$ cat config.mk
export PLATFORM = sky130hd
export DESIGN_NAME = if_fetch
export DESIGN_NICKNAME = d
export VERILOG_FILES = /design/src/rtl/if_fetch_pkg.sv /design/src/rtl/if_fetch_predecode.sv /design/src/rtl/if_fetch.sv
export SDC_FILE = /design/constraint.sdc
export NUM_CORES = 1
export LEC_CHECK = 0
export ABC_AREA = 1
export CAP_MARGIN = 20
export CORE_MARGIN = 8
export CORE_UTILIZATION = 54
export CTS_CLUSTER_SIZE = 24
export DETAILED_ROUTE_END_ITERATION = 10
export PLACE_DENSITY = 0.8
export SLEW_MARGIN = 5
export SYNTH_ARGS = -nofsm -noshare
export SYNTH_HDL_FRONTEND = slang
export SYNTH_SLANG_ARGS = --single-unit
$ cat constraint.sdc
create_clock -name clk -period 2.3 [get_ports clk]
set_input_delay 0.345 -clock clk [delete_from_list [all_inputs] [get_ports clk]]
set_output_delay 0.345 -clock clk [all_outputs]
set_load 0.01 [all_outputs]
$ cat src/rtl/if_fetch_pkg.sv
// if_fetch_pkg - shared types for the RV32I fetch stage: FSM state encoding,
// the canonical NOP word and the base opcode map used by predecode.
package if_fetch_pkg;

    typedef enum logic [1:0] {
        FETCH,
        HOLD,
        SQUASH
    } fetch_state_e;

    // addi x0, x0, 0
    localparam logic [31:0] NOP_INSTR = 32'h0000_0013;

    typedef enum logic [6:0] {
        op_lui   = 7'b0110111,
        op_auipc = 7'b0010111,
        op_jal   = 7'b1101111,
        op_jalr  = 7'b1100111,
        op_br    = 7'b1100011,
        op_load  = 7'b0000011,
        op_store = 7'b0100011,
        op_imm   = 7'b0010011,
        op_reg   = 7'b0110011
    } rv32i_opcode;

endpackage

$ cat src/rtl/if_fetch_predecode.sv
// if_predecode - combinational B/J immediate extraction and BTFN decision on a
// freshly fetched word. Only instantiated when IF_STATIC_PREDICT_EN is defined.
module if_predecode
    import if_fetch_pkg::*;
#(
    parameter int unsigned width = 32
) (
    input  logic [width-1:0] instr,
    input  logic [width-1:0] pc,
    output logic             pred_taken,
    output logic [width-1:0] target
);
    logic             is_br;
    logic             is_jal;
    logic [width-1:0] b_imm;
    logic [width-1:0] j_imm;

    assign is_br  = (instr[6:0] == op_br);
    assign is_jal = (instr[6:0] == op_jal);
    assign b_imm  = {{(width-12){instr[31]}}, instr[7], instr[30:25], instr[11:8], 1'b0};
    assign j_imm  = {{(width-20){instr[31]}}, instr[19:12], instr[20], instr[30:21], 1'b0};

    // Backward branches and all JALs are predicted taken.
    assign pred_taken = is_jal | (is_br & b_imm[width-1]);
    assign target     = pc + (is_jal ? j_imm : b_imm);

endmodule

$ cat src/rtl/if_fetch.sv
// if_fetch - IF stage of the 5-stage RV32I pipeline. Owns the PC, issues one
// imem read at a time, drops responses made stale by a redirect and parks a
// fetched word while decode is stalled.
// Optional macro IF_STATIC_PREDICT_EN: BTFN static prediction on fetched words.
module if_fetch
    import if_fetch_pkg::*;
#(
    parameter int unsigned      width    = 32,
    parameter logic [width-1:0] RESET_PC = 32'h6000_0000
) (
    input  logic             clk,
    input  logic             rst,
    input  logic             IF_stall_i,
    input  logic             IF_redirect_i,
    input  logic [width-1:0] IF_target_i,
    output logic             imem_read_o,
    output logic [width-1:0] imem_address_o,
    input  logic [width-1:0] imem_rdata_i,
    input  logic             imem_resp_i,
    output logic [width-1:0] IFID_instr_o,
    output logic [width-1:0] IFID_pc_out_o,
    output logic             IFID_valid_o,
    output logic             IFID_pred_taken_o
);
    localparam logic [width-1:0] NOP = width'(NOP_INSTR);

    typedef struct packed {
        logic [width-1:0] instr;
        logic [width-1:0] pc;
        logic             pred;
    } fetch_word_t;

    fetch_state_e     state;
    logic [width-1:0] pc_q;
    logic [width-1:0] req_addr_q;
    fetch_word_t      hold_q;
    logic [width-1:0] next_pc;
    logic             pred_taken;

`ifdef IF_STATIC_PREDICT_EN
    logic [width-1:0] pred_target;

    if_predecode #(.width(width)) u_predecode (
        .instr      (imem_rdata_i),
        .pc         (req_addr_q),
        .pred_taken (pred_taken),
        .target     (pred_target)
    );

    assign next_pc = pred_taken ? pred_target : req_addr_q + width'(4);
`else
    assign pred_taken = 1'b0;
    assign next_pc    = req_addr_q + width'(4);
`endif

    // The request address is only ever changed on a response or leaving HOLD,
    // so it stays stable for the whole life of an outstanding read.
    assign imem_address_o = req_addr_q;

    // Fetch FSM plus IF/ID output registers; per-state deliveries override the
    // redirect/stall/bubble default applied first.
    always_ff @(posedge clk or negedge rst) begin
        if (!rst) begin
            state             <= FETCH;
            pc_q              <= RESET_PC;
            req_addr_q        <= RESET_PC;
            imem_read_o       <= 1'b0;
            hold_q            <= '0;
            IFID_instr_o      <= NOP;
            IFID_pc_out_o     <= '0;
            IFID_valid_o      <= 1'b0;
            IFID_pred_taken_o <= 1'b0;
        end else begin
            if (IF_redirect_i || !IF_stall_i) begin
                IFID_instr_o      <= NOP;
                IFID_valid_o      <= 1'b0;
                IFID_pred_taken_o <= 1'b0;
            end
            case (state)
                FETCH: begin
                    imem_read_o <= 1'b1;
                    if (imem_resp_i && IF_redirect_i) begin
                        pc_q       <= IF_target_i;
                        req_addr_q <= IF_target_i;
                    end else if (imem_resp_i && !IF_stall_i) begin
                        IFID_instr_o      <= imem_rdata_i;
                        IFID_pc_out_o     <= req_addr_q;
                        IFID_valid_o      <= 1'b1;
                        IFID_pred_taken_o <= pred_taken;
                        pc_q              <= next_pc;
                        req_addr_q        <= next_pc;
                    end else if (imem_resp_i) begin
                        hold_q.instr <= imem_rdata_i;
                        hold_q.pc    <= req_addr_q;
                        hold_q.pred  <= pred_taken;
                        pc_q         <= next_pc;
                        imem_read_o  <= 1'b0;
                        state        <= HOLD;
                    end else if (IF_redirect_i) begin
                        // Read still in flight: remember the target, drain the old response.
                        pc_q  <= IF_target_i;
                        state <= SQUASH;
                    end
                end
                HOLD: begin
                    if (IF_redirect_i) begin
                        pc_q        <= IF_target_i;
                        req_addr_q  <= IF_target_i;
                        imem_read_o <= 1'b1;
                        state       <= FETCH;
                    end else if (!IF_stall_i) begin
                        IFID_instr_o      <= hold_q.instr;
                        IFID_pc_out_o     <= hold_q.pc;
                        IFID_valid_o      <= 1'b1;
                        IFID_pred_taken_o <= hold_q.pred;
                        req_addr_q        <= pc_q;
                        imem_read_o       <= 1'b1;
                        state             <= FETCH;
                    end
                end
                SQUASH: begin
                    imem_read_o <= 1'b1;
                    if (IF_redirect_i) pc_q <= IF_target_i;
                    if (imem_resp_i) begin
                        req_addr_q <= IF_redirect_i ? IF_target_i : pc_q;
                        state      <= FETCH;
                    end
                end
                default: state <= FETCH;
            endcase
        end
    end

endmodule

; ---- Yosys cells after proc, flatten, opt, wreduce, memory -nomap -nowiden
; Cells that the tools add are included.
[totals]
reg_bits = 197
latch_bits = 0
mem_bits_rw = 0
mem_bits_ro = 0
inputBits = 69
output_inout_bits = 99
wordCells = 86
memories = 0
[op_classes]
addsub = 1
multipliers = 0
div = 0
magnitude_cmp = 0
n_eq_ne = 11
n_shift = 0
mux = 48
n_bitwise = 2
reduce_logical = 14
[op_table]
columns = operator, n
row1 = $mux W32, 18
row2 = $pmux W32 S2, 3
row3 = $pmux W32 S3, 1
row4 = $add A32 B3 Y32 const B, 1
row5 = $mux W1, 15
row6 = $mux W2, 7
row7 = $ne A2 B2 Y1 const B, 6
row8 = $reduce_and A5 Y1, 2
row9 = $ne A3 B3 Y1 const B, 3
row10 = $reduce_and A4 Y1, 2
row11 = $pmux W2 S3, 1
row12 = $pmux W1 S2, 2
row13 = $reduce_bool A2 Y1, 2
row14 = $pmux W1 S3, 1
row15 = $reduce_bool A3 Y1, 1
row16 = $eq A2 B1 Y1 const B, 1
row17 = $eq A2 B2 Y1 const B, 1
row18 = $logic_and A1 B1 Y1, 2
row19 = $logic_not A2 Y1, 1
row20 = $not A1 Y1, 2
row21 = $reduce_and A2 Y1, 1
row22 = $reduce_or A2 Y1, 1
row23 = $logic_not A1 Y1, 1
row24 = $logic_or A1 B1 Y1, 1

; ---- Depth between registers and ports, before layout
; Gate-level depths: netlist (run 1).
[depth]
ltp_word = 6
depth_mapped = 14
mapped_depth_nobuf = 12

; ---- Worst setup path after synthesis (run 1)
; OpenSTA, ideal clock, no wires.
[synth_path]
path_kind = register -> register
start = reg state[1]
end = reg req_addr_q[26], in the netlist imem_address_o[26]
setup_time_ps = 121
t_arrival_ps = 1689
t_required_ps = 2179
slack_ps = 490
path_stages_with_launch = 15
n_path_buf = 3
period_less_slack_ps = 1810
cell_sequence = dfrtp_1 inv_1 ha_1 buf_2 inv_2 nor2_2 nand2_1 nand2_1 inv_2 nand2_2 inv_2 buf_4 buf_6 nor2_1 a21oi_1
[synth_via]
elab_chain_len = 3
elab_cells_between_ends = 9
classes_between = eq/ne: 5 / mux: 1 / reduce/logical: 3
[synth_rtl]
columns = item, line
row1 = start: declaration, if_fetch.sv:33  ; fetch_state_e state;
row2 = start signal: assignment, if_fetch.sv:64  ; state <= FETCH;
row3 = start signal: assignment, if_fetch.sv:98  ; state <= HOLD;
row4 = start signal: assignment, if_fetch.sv:102  ; state <= SQUASH;
row5 = $eq A2 B1 Y1 (tied with other cells), if_fetch.sv:79  ; case (state)
row6 = $ne A3 B3 Y1 (no line) (tied with other cells), n/a
row7 = $reduce_and A4 Y1 (no line), n/a
row8 = end signal: assignment, if_fetch.sv:84  ; req_addr_q <= IF_target_i;
row9 = end signal: assignment, if_fetch.sv:91  ; req_addr_q <= next_pc;
row10 = end signal: assignment, if_fetch.sv:108  ; req_addr_q <= IF_target_i;
row11 = end: declaration, if_fetch.sv:35  ; logic [width-1:0] req_addr_q;
; Parallel ways exist; a longest one is shown, timed or not.
; A chain may end at the register's enable or synchronous reset.

; ---- Worst setup path in the final report (run 1)
[layout_path]
start = reg req_addr_q[2], in the netlist imem_address_o[2]
end = reg pc_q[14]
[layout_via]
elab_chain_len = 5
[layout_rtl]
columns = item, line
row1 = $add A32 B3 Y32 *, if_fetch.sv:53  ; assign next_pc = req_addr_q + width'(4);
row2 = $mux W32, if_fetch.sv:92  ; end else if (imem_resp_i) begin
row3 = $mux W32 *, if_fetch.sv:85  ; end else if (imem_resp_i && !IF_stall_i) begin
row4 = $mux W32 *, if_fetch.sv:82  ; if (imem_resp_i && IF_redirect_i) begin
row5 = $pmux W32 S2 *, if_fetch.sv:79
row6 = end signal: assignment, if_fetch.sv:83  ; pc_q <= IF_target_i;
row7 = end signal: assignment, if_fetch.sv:90  ; pc_q <= next_pc;
row8 = end signal: assignment, if_fetch.sv:96  ; pc_q <= next_pc;
row9 = end: declaration, if_fetch.sv:34  ; logic [width-1:0] pc_q;
; Every way passes the cells marked *; elsewhere a longest branch is shown, timed or not.

==> metrics.cfg, run 1 <==
[run_status]
status=finished, final reports clean

[synth]
yosysWarnings=0
yosysMostFrequentCell=nand2_1
async_reset_ff_share_pct=100
synth.area.top_cells=dfrtp_1 45%, nand2_1 17%, nor2_1 6.5%
synthesis.instances=1435
synthFlopType=dfrtp_1
yosys_register_bits=197
syn_avg_cell_area_um2=7.34
syn_area_mm2=0.0105
yosysSeqAreaShare_pct=46.9
synth_top_area_share_pct=45.2
synth_common_cells=484 x nand2_1, 190 x dfrtp_1, 182 x nor2_1
synth_edf_count=0
synth_nets=1509
ys_types=37
synth_top_area_cell=dfrtp_1

[floorplanning]
start_util_pct=54.6
ios=168
coreArea_mm2=0.0193
rows=51
die_area_mm2=0.0242
die_h_um=156
die_w_um=156

[critical_path]
ff2ff_setup_slack_ps=190
cp_max_fo=5
crit_chain=ha_1 -> nand2_1 -> nor2_1 -> nand2_1 -> nor2_2 -> xor2_1 -> nand2_1 -> nand2_1 -> nand2_1 -> a21oi_1
worstSetupStartpointType=flip-flop
crit_type=reg2reg
end_kind=flip-flop
cpMaxStageDelayCell=dfrtp_1
path_delay_family=simple AND/OR/NAND/NOR gates
cp.required_ps=2670
cp_common_cell=nand2_1
critical_path_arrival_ps=2480
slowest_delay_ps=450
path_buf_inv=0

[pwr]
ir_drop_mv=1.08
leakagePower_nw=6.18
p_per_area_mw_per_mm2=1320
p_total_mw=17.6

[min_path]
hold_path.class=in2async

[clocking]
h-tree-depth=4
cts_made_buffers=17
cts.repair.resized=0
cts_buffer_depth=2
clockRootBuffer=clkbuf_16
clkTransAtPathRegs_ps=80
cts_sinks=197
insertion_delay_ps=440
cts_tree=yes

[timing]
hold_viol=0
fin_setup_tns_ps=0
max_slew_margin_pct=68.8
max_freq_mhz=473
maxSlewViolCount=0
tightestPinTransition_ps=468
grt_setup_unrepaired=no
finClkSkew_ps=14.2
post-route-period-util_pct=91.9
setup_viol=0
period_needed_ps=2110

[detailed_routing]
dr.first_iter.drc_count=1033
vias_per_cell=5.60
routedWlPerCell_um=17.1
drt_wl_total_um=32000
drc=0
final_antenna_net_count=0
firstDrtPassIters=6
vias=10500

[global_routing]
grt_use_total_pct=26.6
grt_max_degree=55
grt_pass1_wl_um=51500
first_global_vias=9954
overflow=0
antenna_found_initial=0

[placement]
portBuffers=167
place_inst=1835
place_congestion=0.907
dp_hpwl_um=22800

[final_layout]
fin_cells=1868
num_antenna_cells=0
finish.utilization_pct=69.0
fin_nets=1664
area_delta_synth_final_pct=26.3
drive_gt1_share_pct=7.99

[job]
cap_violations=0

placed cells by master, fill, tap and decap left out, types with 11 or more instances in the layout:
master and instances:
xor2_1 11, nand3_1 45, dfrtp_1 190, inv_1 84, a32o_1 14, o21ai_1 20, nand2_1 483, o21a_1 18
nor2_1 182, clkbuf_16 17, o211ai_1 17, a21oi_1 78, a31oi_1 40, buf_4 41, clkdlybuf4s50_1 166, inv_2 16
o21ai_0 106
flip-flops by register name, summed over array words and instances, names as in the netlist:
| name | cells |
|---|---|
| imem_read_o | 1 |
| imem_address_o | 32 |
| IFID_pred_taken_o | 1 |
| IFID_instr_o | 32 |
| hold_q | 64 |
| state | 2 |
| pc_q | 32 |
| IFID_valid_o | 1 |
| IFID_pc_out_o | 32 |
path summary, 6_finish.rpt:
kind	from	to	depth (start not counted)
min in group clk	imem_rdata_i[16]	hold_q[49]	3
hold reg to reg	hold_q[31]	hold_q[31]	2
hold / removal	rst	imem_address_o[4]	2
max in group asynchronous	rst	pc_q[29]	3
setup / recovery	imem_address_o[2]	pc_q[14]	10
setup reg to reg	imem_address_o[2]	pc_q[14]	10
what timing repair did:
action,4_1_cts,5_1_grt
hold buffers,1,0
endpoints found under the hold margin,44,0
endpoints found under the setup margin,0,0
setup buffers,0,0
metal layers:
metal	routed length, µm	GRT usage (%)	share of wire, %	vias up
li1	-	-	-	4962
met1	13700	35.2	43	4922
met2	15000	42.9	47	505
met3	2430	4.93	7.6	67
met4	901	9.66	2.8	0
met5	0	0	0	-
worst register-to-register path: stages, from the launching register on:
cell     delay, ps
dfrtp_1        450
ha_1           230
nand2_1         60
nor2_1         120
nand2_1        200
nor2_2         280
xor2_1         370
nand2_1        100
nand2_1         70
nand2_1         40
a21oi_1        120
power breakdown:
| group | switching, mW | leakage (nW) | total [mW] | internal (mW) |
|---|---|---|---|---|
| Sequential | 1.34 | 2.40 | 6.41 | 5.07 |
| Clock | 1.53 | 0.297 | 3.01 | 1.48 |
| Combinational | 4.68 | 3.48 | 8.17 | 3.49 |
per-stage QoR:
step | setup slack [ps] | hold WS (ps) | instance area [µm²]
after floorplan | 490 | 49.4 | 10500
after global placement | 231 | 339 | 12700
after detailed placement | 101 | 338 | 12700
after CTS | 241 | 421 | 13300
after global routing | 45.6 | 431 | 13300
final | 187 | 407 | 13300
kinds of logic after synthesis:
| logic type | after synthesis | synth area share, % |
|---|---|---|
| fa+ha+maj | 5 | 0.594 |
| mux | 10 | 1.07 |
| simple gates | 723 | 26.6 |
| buf+inv | 182 | 6.92 |
| xor+xnor | 11 | 0.915 |
| flops | 197 | 46.9 |
| compound gates | 307 | 17.0 |
area by class of cell:
type | count | area (µm²)
Clock buffer | 17 | 425
Clock inverter | 15 | 183
Fill cell | 1587 | 5970
Inverter | 100 | 375
Multi-Input combinational cell | 1056 | 4870
Sequential cell | 197 | 4940
Tap cell | 265 | 332
Timing Repair Buffer | 218 | 2170
Note: power is estimated with default switching activity, not from simulation.
==> inputs of run 2 (changes only) <==
--- a/config.mk
+++ b/config.mk
@@ -7,3 +7,2 @@
 export LEC_CHECK = 0
-export ABC_AREA = 1
 export CAP_MARGIN = 20
@@ -13,3 +12,3 @@
 export DETAILED_ROUTE_END_ITERATION = 10
-export PLACE_DENSITY = 0.8
+export PLACE_DENSITY = 0.81
 export SLEW_MARGIN = 5
==> constraint.sdc (replaced) <==
create_clock -name clk -period 2.2 [get_ports clk]
set_input_delay 0.33 -clock clk [delete_from_list [all_inputs] [get_ports clk]]
set_output_delay 0.33 -clock clk [all_outputs]
set_load 0.005 [all_outputs]
==> metrics.cfg, run 2 <==
[global_routing]
grt_use_total_pct=25.4  ; -1.2 points
first_global_vias=8498  ; -15%
top_usage_layer=met2
antenna_found_initial=2  ; +2
grt_max_degree=57  ; +3.6%
grt_use_met3_pct=5.08  ; +0.15 points
grt_pass1_wl_um=45500  ; -12%
overflow=0  ; unchanged
use_met2_pct=40.5  ; -2.4 points
globalRouteMet1Util_pct=33.0  ; -2.2 points

[detailed_routing]
drt_wl_total_um=28700  ; -10%
vias=8572  ; -18%
dr.first_iter.drc_count=840  ; -19%
routedWlPerCell_um=21.0  ; +23%
vias_per_cell=6.28  ; +12%
final_antenna_net_count=0  ; unchanged
firstDrtPassIters=6  ; unchanged
drc=0  ; unchanged

[timing]
finClkSkew_ps=9.08  ; -5.09 ps
whs_ps=375  ; -31.4 ps
setup_viol=0  ; unchanged
tightestPinTransition_ps=539  ; +70.8 ps
maxSlewViolCount=0  ; unchanged
max_slew_margin_pct=64.1  ; -4.7 points
grt_setup_unrepaired=no
max_freq_mhz=469  ; -0.83%
hold_viol=0  ; unchanged
period_needed_ps=2130  ; +17.7 ps
post-route-period-util_pct=96.9  ; +5.0 points

[final_layout]
drive_gt1_share_pct=18.6  ; +11 points
area_delta_synth_final_pct=31.8
layout_commonest_cell=dfrtp_1
fin_nets=1195  ; -28%
finish.utilization_pct=72.2  ; +3.2 points
largest-register=hold_q
largest_reg_flops=64  ; unchanged
layout_common_cells=190 x dfrtp_1, 165 x clkdlybuf4s50_1, 74 x o21ai_0

[job]
cap_violations=0  ; unchanged

[synth]
syn_avg_cell_area_um2=10.6  ; +45%
yosysMostFrequentCell=dfrtp_1
synth_edf_count=0  ; unchanged
synth_top_area_cell=dfrtp_1
synthFlopType=dfrtp_1
syn_area_mm2=0.00978  ; -7.2%
synth_common_cells=190 x dfrtp_1, 74 x o21ai_0, 68 x mux2i_1, 68 x nand2_1, 66 x mux2_2
yosysSeqAreaShare_pct=50.5  ; +3.6 points
synth_nets=996  ; -34%
yosysWarnings=0  ; unchanged
async_reset_ff_share_pct=100  ; unchanged
synth.area.top_cells=dfrtp_1 49%, mux2_2 7.6%, mux2i_1 7.0%
synthesis.instances=922  ; -36%
synth_top_area_share_pct=48.6  ; +3.5 points
yosys_register_bits=197  ; unchanged
ys_types=61  ; +65%

[min_path]
hp-start=IF_stall_i
hold_path.class=in2reg

[floorplanning]
die_area_mm2=0.0227  ; -6.4%
rows=49  ; -3.9%
die_h_um=151  ; -3.3%
coreArea_mm2=0.0178  ; -7.4%
ios=168  ; unchanged
start_util_pct=54.8  ; +0.16 points
die_w_um=151  ; -3.3%

[clocking]
cts_tree=yes
cts_sinks=197  ; unchanged
clkTransAtPathRegs_ps=70  ; about the same
h-tree-depth=4  ; unchanged
insertion_delay_ps=440  ; about the same
cts_setup_buffers=0  ; unchanged
cts_buffer_depth=2  ; unchanged
cts_made_buffers=17  ; unchanged
clockRootBuffer=clkbuf_16

[placement]
dp_hpwl_um=19800  ; -13%
portBuffers=167  ; unchanged
place_congestion=0.886  ; -2.3%

[critical_path]
path_delay_family=simple AND/OR/NAND/NOR gates
path_buf_inv=1  ; +1
cp-startpoint=imem_address_o[3]
slowest_delay_ps=500  ; +50 ps
worstSetupStartpointType=flip-flop
cp_max_fo=9  ; +4
cp.required_ps=2530  ; -140 ps
crit_type=reg2reg
critical_path_arrival_ps=2460  ; -20 ps
crit_chain=ha_1 -> nand4_2 -> or4_1 -> buf_4 -> nor2_2 -> a31oi_1 -> o22a_1
cpMaxStageDelayCell=or4_1
r2r-start=imem_address_o[3]
end_kind=flip-flop

[pwr]
leakagePower_nw=5.38  ; -13%
ir_drop_mv=0.918  ; -15%
p_per_area_mw_per_mm2=1360  ; +2.8%

[run_status]
status=finished, final reports clean

==> run 2: cell count changes in the layout (fill, tap and decap cells not counted), sizes merged, moves of 48 or more <==
cell	delta
mux2i	+68
a21oi	-48
inv	-99
nand2	-418
mux2	+56
nor2	-135
o22ai	+58
==> run 2: worst reg2reg max path: cells and delay by family, from the launching register on <==
kind            cells  cell delay, ps
simple gates        3             890
flops               1             370
compound gates      2             350
fa+ha+maj           1             210
buf+inv             1             210
==> run 2: cell families (layout without fill, tap and decap cells) <==
family	count (synthesis)	count (layout)	share of synthesized area (%)
flip-flops	197	197	50.5
adder cells (fa/ha/maj)	5	5	0.640
AND/OR/NAND/NOR	182	182	8.83
multiplexers	134	134	14.6
other	0	2	0
buffers and inverters	84	296	3.70
AO/OA/AOI/OAI	293	293	19.3
XOR/XNOR	27	27	2.42
==> run 2: path summary, 6_finish.rpt <==
check	to	slack [ps]	depth (start not counted)
setup / recovery	imem_address_o[20]	70	7
hold reg to reg	IFID_pc_out_o[10]	480	2
setup reg to reg	imem_address_o[20]	70	7
max in group asynchronous	IFID_instr_o[1]	1100	3
hold / removal	IFID_instr_o[6]	380	3
min in group asynchronous	IFID_pc_out_o[20]	430	2
==> run 2: final cells by class <==
type                            count  area, µm²
Antenna cell                        2       5.00
Clock buffer                       25        495
Clock inverter                      7       97.6
Fill cell                        1258       4960
Inverter                            9       33.8
Multi-Input combinational cell    641       4510
Sequential cell                   197       4940
Tap cell                          229        287
Timing Repair Buffer              255       2520
==> run 2: per-layer routing <==
layer | part of all wire [%] | up-vias
li1 | - | 3846
met3 | 7.9 | 66
met4 | 3.2 | 2
met1 | 40 | 4215
met2 | 49 | 443
met5 | 0.031 | -
==> run 2: timing repair <==
item,CTS,global route
gates resized for setup,0,7
hold buffers,1,0
endpoints found under the setup margin,0,57
endpoints found under the hold margin,49,0
==> run 2: per-stage QoR <==
stage	setup TNS [ps]	instance area, µm²	total power, mW	setup slack [ps]	std cells
after global placement	0	12300	13.9	74.2	1330
final	0	12900	17.5	69.2	1365
after CTS	0	12900	17.4	52.2	1363
after floorplan	0	9780	10.5	163	922
after global routing	0	12900	18.5	13.9	1364
after detailed placement	-10.6	12300	14.2	-10.6	1330
==> run 2: report_power, final <==
| group | switching [mW] | internal [mW] |
|---|---|---|
| clock network | 1.36 | 1.80 |
| logic | 3.85 | 4.11 |
| registers | 1.17 | 5.21 |
| total | 6.38 | 11.1 |
==> inputs of run 3 (changes only) <==
Clock period 2.2 ns to 2.1 ns, I/O delays scaled along.
==> metrics.cfg, run 3 (same netlist as run 2, synthesis figures left out) <==
[run_status]
status=finished, final reports clean

[critical_path]
cp.required_ps=2420  ; -110 ps
critical_path_arrival_ps=2400  ; -60 ps
r2r-start=imem_address_o[3]
cpMaxStageDelayCell=or4_4
timing.rr.end=imem_address_o[24]
reg2reg_depth=7  ; unchanged
crit_type=reg2reg
ff2ff_setup_slack_ps=20  ; -50 ps
slowest_delay_ps=520  ; +20 ps
cp-startpoint=imem_address_o[3]
worstSetupStartpointType=flip-flop
crit_chain=ha_2 -> nand4_2 -> or4_4 -> buf_6 -> nor3_4 -> a31oi_1 -> o22a_1
end_kind=flip-flop
cp_max_fo=9  ; unchanged

[detailed_routing]
drt_wl_total_um=29300  ; +2.4%
vias_per_cell=6.30  ; +0.30%
dr.first_iter.drc_count=950  ; +13%
final_antenna_net_count=0  ; unchanged
drc=0  ; unchanged
firstDrtPassIters=5  ; -1
vias=8717  ; +1.7%
routedWlPerCell_um=21.2  ; +0.95%

[clocking]
clkTransAtPathRegs_ps=70  ; about the same
h-tree-depth=4  ; unchanged
clockRootBuffer=clkbuf_16
cts_buffer_depth=2  ; unchanged
cts_sinks=197  ; unchanged
cts_tree=yes
insertion_delay_ps=430  ; about the same
cts_made_buffers=17  ; unchanged

[pwr]
pwr-share-seq_pct=35.3  ; -1.2 points
ir_drop_mv=0.905  ; -1.3%
leakagePower_nw=5.50  ; +2.3%
combinationalPowerShare_pct=45.9  ; +0.4 points
p_clk_share_pct=18.9  ; +0.9 points
p_switching_mw=6.81  ; +6.8%
p_sw_share_pct=36.0  ; -0.42 points
power.internal_mw=12.1  ; +8.7%
p_per_area_mw_per_mm2=1440  ; +6.1%

[timing]
whs_ps=378  ; +2.85 ps
max_freq_mhz=480  ; +2.3%
hold_viol=0  ; unchanged
tightestPinTransition_ps=555  ; +15.9 ps
grt_setup_unrepaired=yes
post-route-period-util_pct=99.2  ; +2.4 points
max_slew_margin_pct=63.0  ; -1.1 points
setup_viol=0  ; unchanged
finClkSkew_ps=7.75  ; -1.33 ps
maxSlewViolCount=0  ; unchanged
period_needed_ps=2080  ; -47.1 ps

[floorplanning]
rows=49  ; unchanged
die_area_mm2=0.0227  ; unchanged
coreArea_mm2=0.0178  ; unchanged
ios=168  ; unchanged
start_util_pct=54.8  ; unchanged
die_w_um=151  ; unchanged
die_h_um=151  ; unchanged

[min_path]
hold_path.class=in2reg
holdPathEnd=IFID_instr_o[4]
holdPathStages=3  ; unchanged
hp-start=IF_stall_i

[global_routing]
grt_pass1_wl_um=46300  ; +1.6%
first_global_vias=8772  ; +3.2%
grt_use_total_pct=25.8  ; +0.44 points
overflow=0  ; unchanged
grt_max_degree=47  ; -18%
antenna_found_initial=0  ; -2

[final_layout]
layout_commonest_cell=dfrtp_1
drive_gt1_share_pct=20.8  ; +2.2 points
area_delta_synth_final_pct=34.2
fill_cells=1196  ; -4.9%
fin_nets=1214  ; +1.6%
largest_reg_flops=64  ; unchanged
largest-register=hold_q
layout_common_cells=188 x dfrtp_1, 165 x clkdlybuf4s50_1, 87 x buf_4
fin_cells=1384  ; +1.4%

[placement]
place_inst=1342  ; +0.90%
portBuffers=167  ; unchanged
place_congestion=0.863  ; -2.6%
dp_hpwl_um=20000  ; +1.2%

[job]
cap_violations=0  ; unchanged

==> run 3: worst max path at each step <==
stage,to,slack (ps),cells past startpoint
3_5_place_dp,IFID_pc_out_o[23],-40,4
5_1_grt,imem_address_o[24],-40,7
2_1_floorplan,hold_q[60],60,8
3_3_place_gp,IFID_pc_out_o[21],20,5
6_report,imem_address_o[24],20,7
4_1_cts,imem_address_o[24],20,7
==> run 3: through the flow <==
stage	area, µm²	TNS [ps]	setup WS, ps	power (mW)	util, %
after global placement	12400	0	23.7	14.7	69.3
final	13100	0	16.4	18.9	73.5
after CTS	13000	0	21.3	18.7	72.9
after global routing	13100	-99.1	-42.7	20.0	73.5
after floorplan	9780	0	63.0	11.0	-
after detailed placement	12400	-435	-40.6	15.1	69.3
==> run 3: cell type report <==
type | instances | area [µm²] | area share [%]
antenna | 2 | 5.00 | 0.0382
clock buffer | 20 | 437 | 3.33
clock inverter | 12 | 200 | 1.53
inverter | 9 | 33.8 | 0.258
tap | 229 | 287 | 2.18
multi-input combinational | 641 | 4530 | 34.6
timing repair buffer | 274 | 2680 | 20.4
sequential | 197 | 4940 | 37.7
==> run 3: repair_timing <==
action | in CTS | in global routing
setup endpoints to repair | 0 | 54
hold buffers | 1 | 0
endpoints found under the hold margin | 40 | 0
buffers inserted | 0 | 7
resized for setup | 0 | 19
==> run 3: critical path, delay by kind of cell, from the launching register on <==
kind            cells  cell delay (ps)
simple gates        3              900
flops               1              370
compound gates      2              320
fa+ha+maj           1              200
buf+inv             1              170
==> run 3: routing by layer <==
metal  share of wire, %  global-route usage, %  wire length, µm
met1                 39                   32.2            11400
met5                  0                      0                0
met3                7.8                   5.29             2280
met2                 50                   42.0            14500
met4                3.7                   12.7             1080
==> run 3: power by group through the flow <==
| stage | Combinational (mW) | Clock [mW] | Sequential [mW] |
|---|---|---|---|
| floorplan | 4.53 | 0 | 6.44 |
| global route | 9.39 | 3.75 | 6.85 |
| finish | 8.67 | 3.57 | 6.66 |
| global placement | 8.19 | 0 | 6.56 |
| detailed placement | 8.44 | 0 | 6.65 |
| CTS | 8.52 | 3.60 | 6.62 |
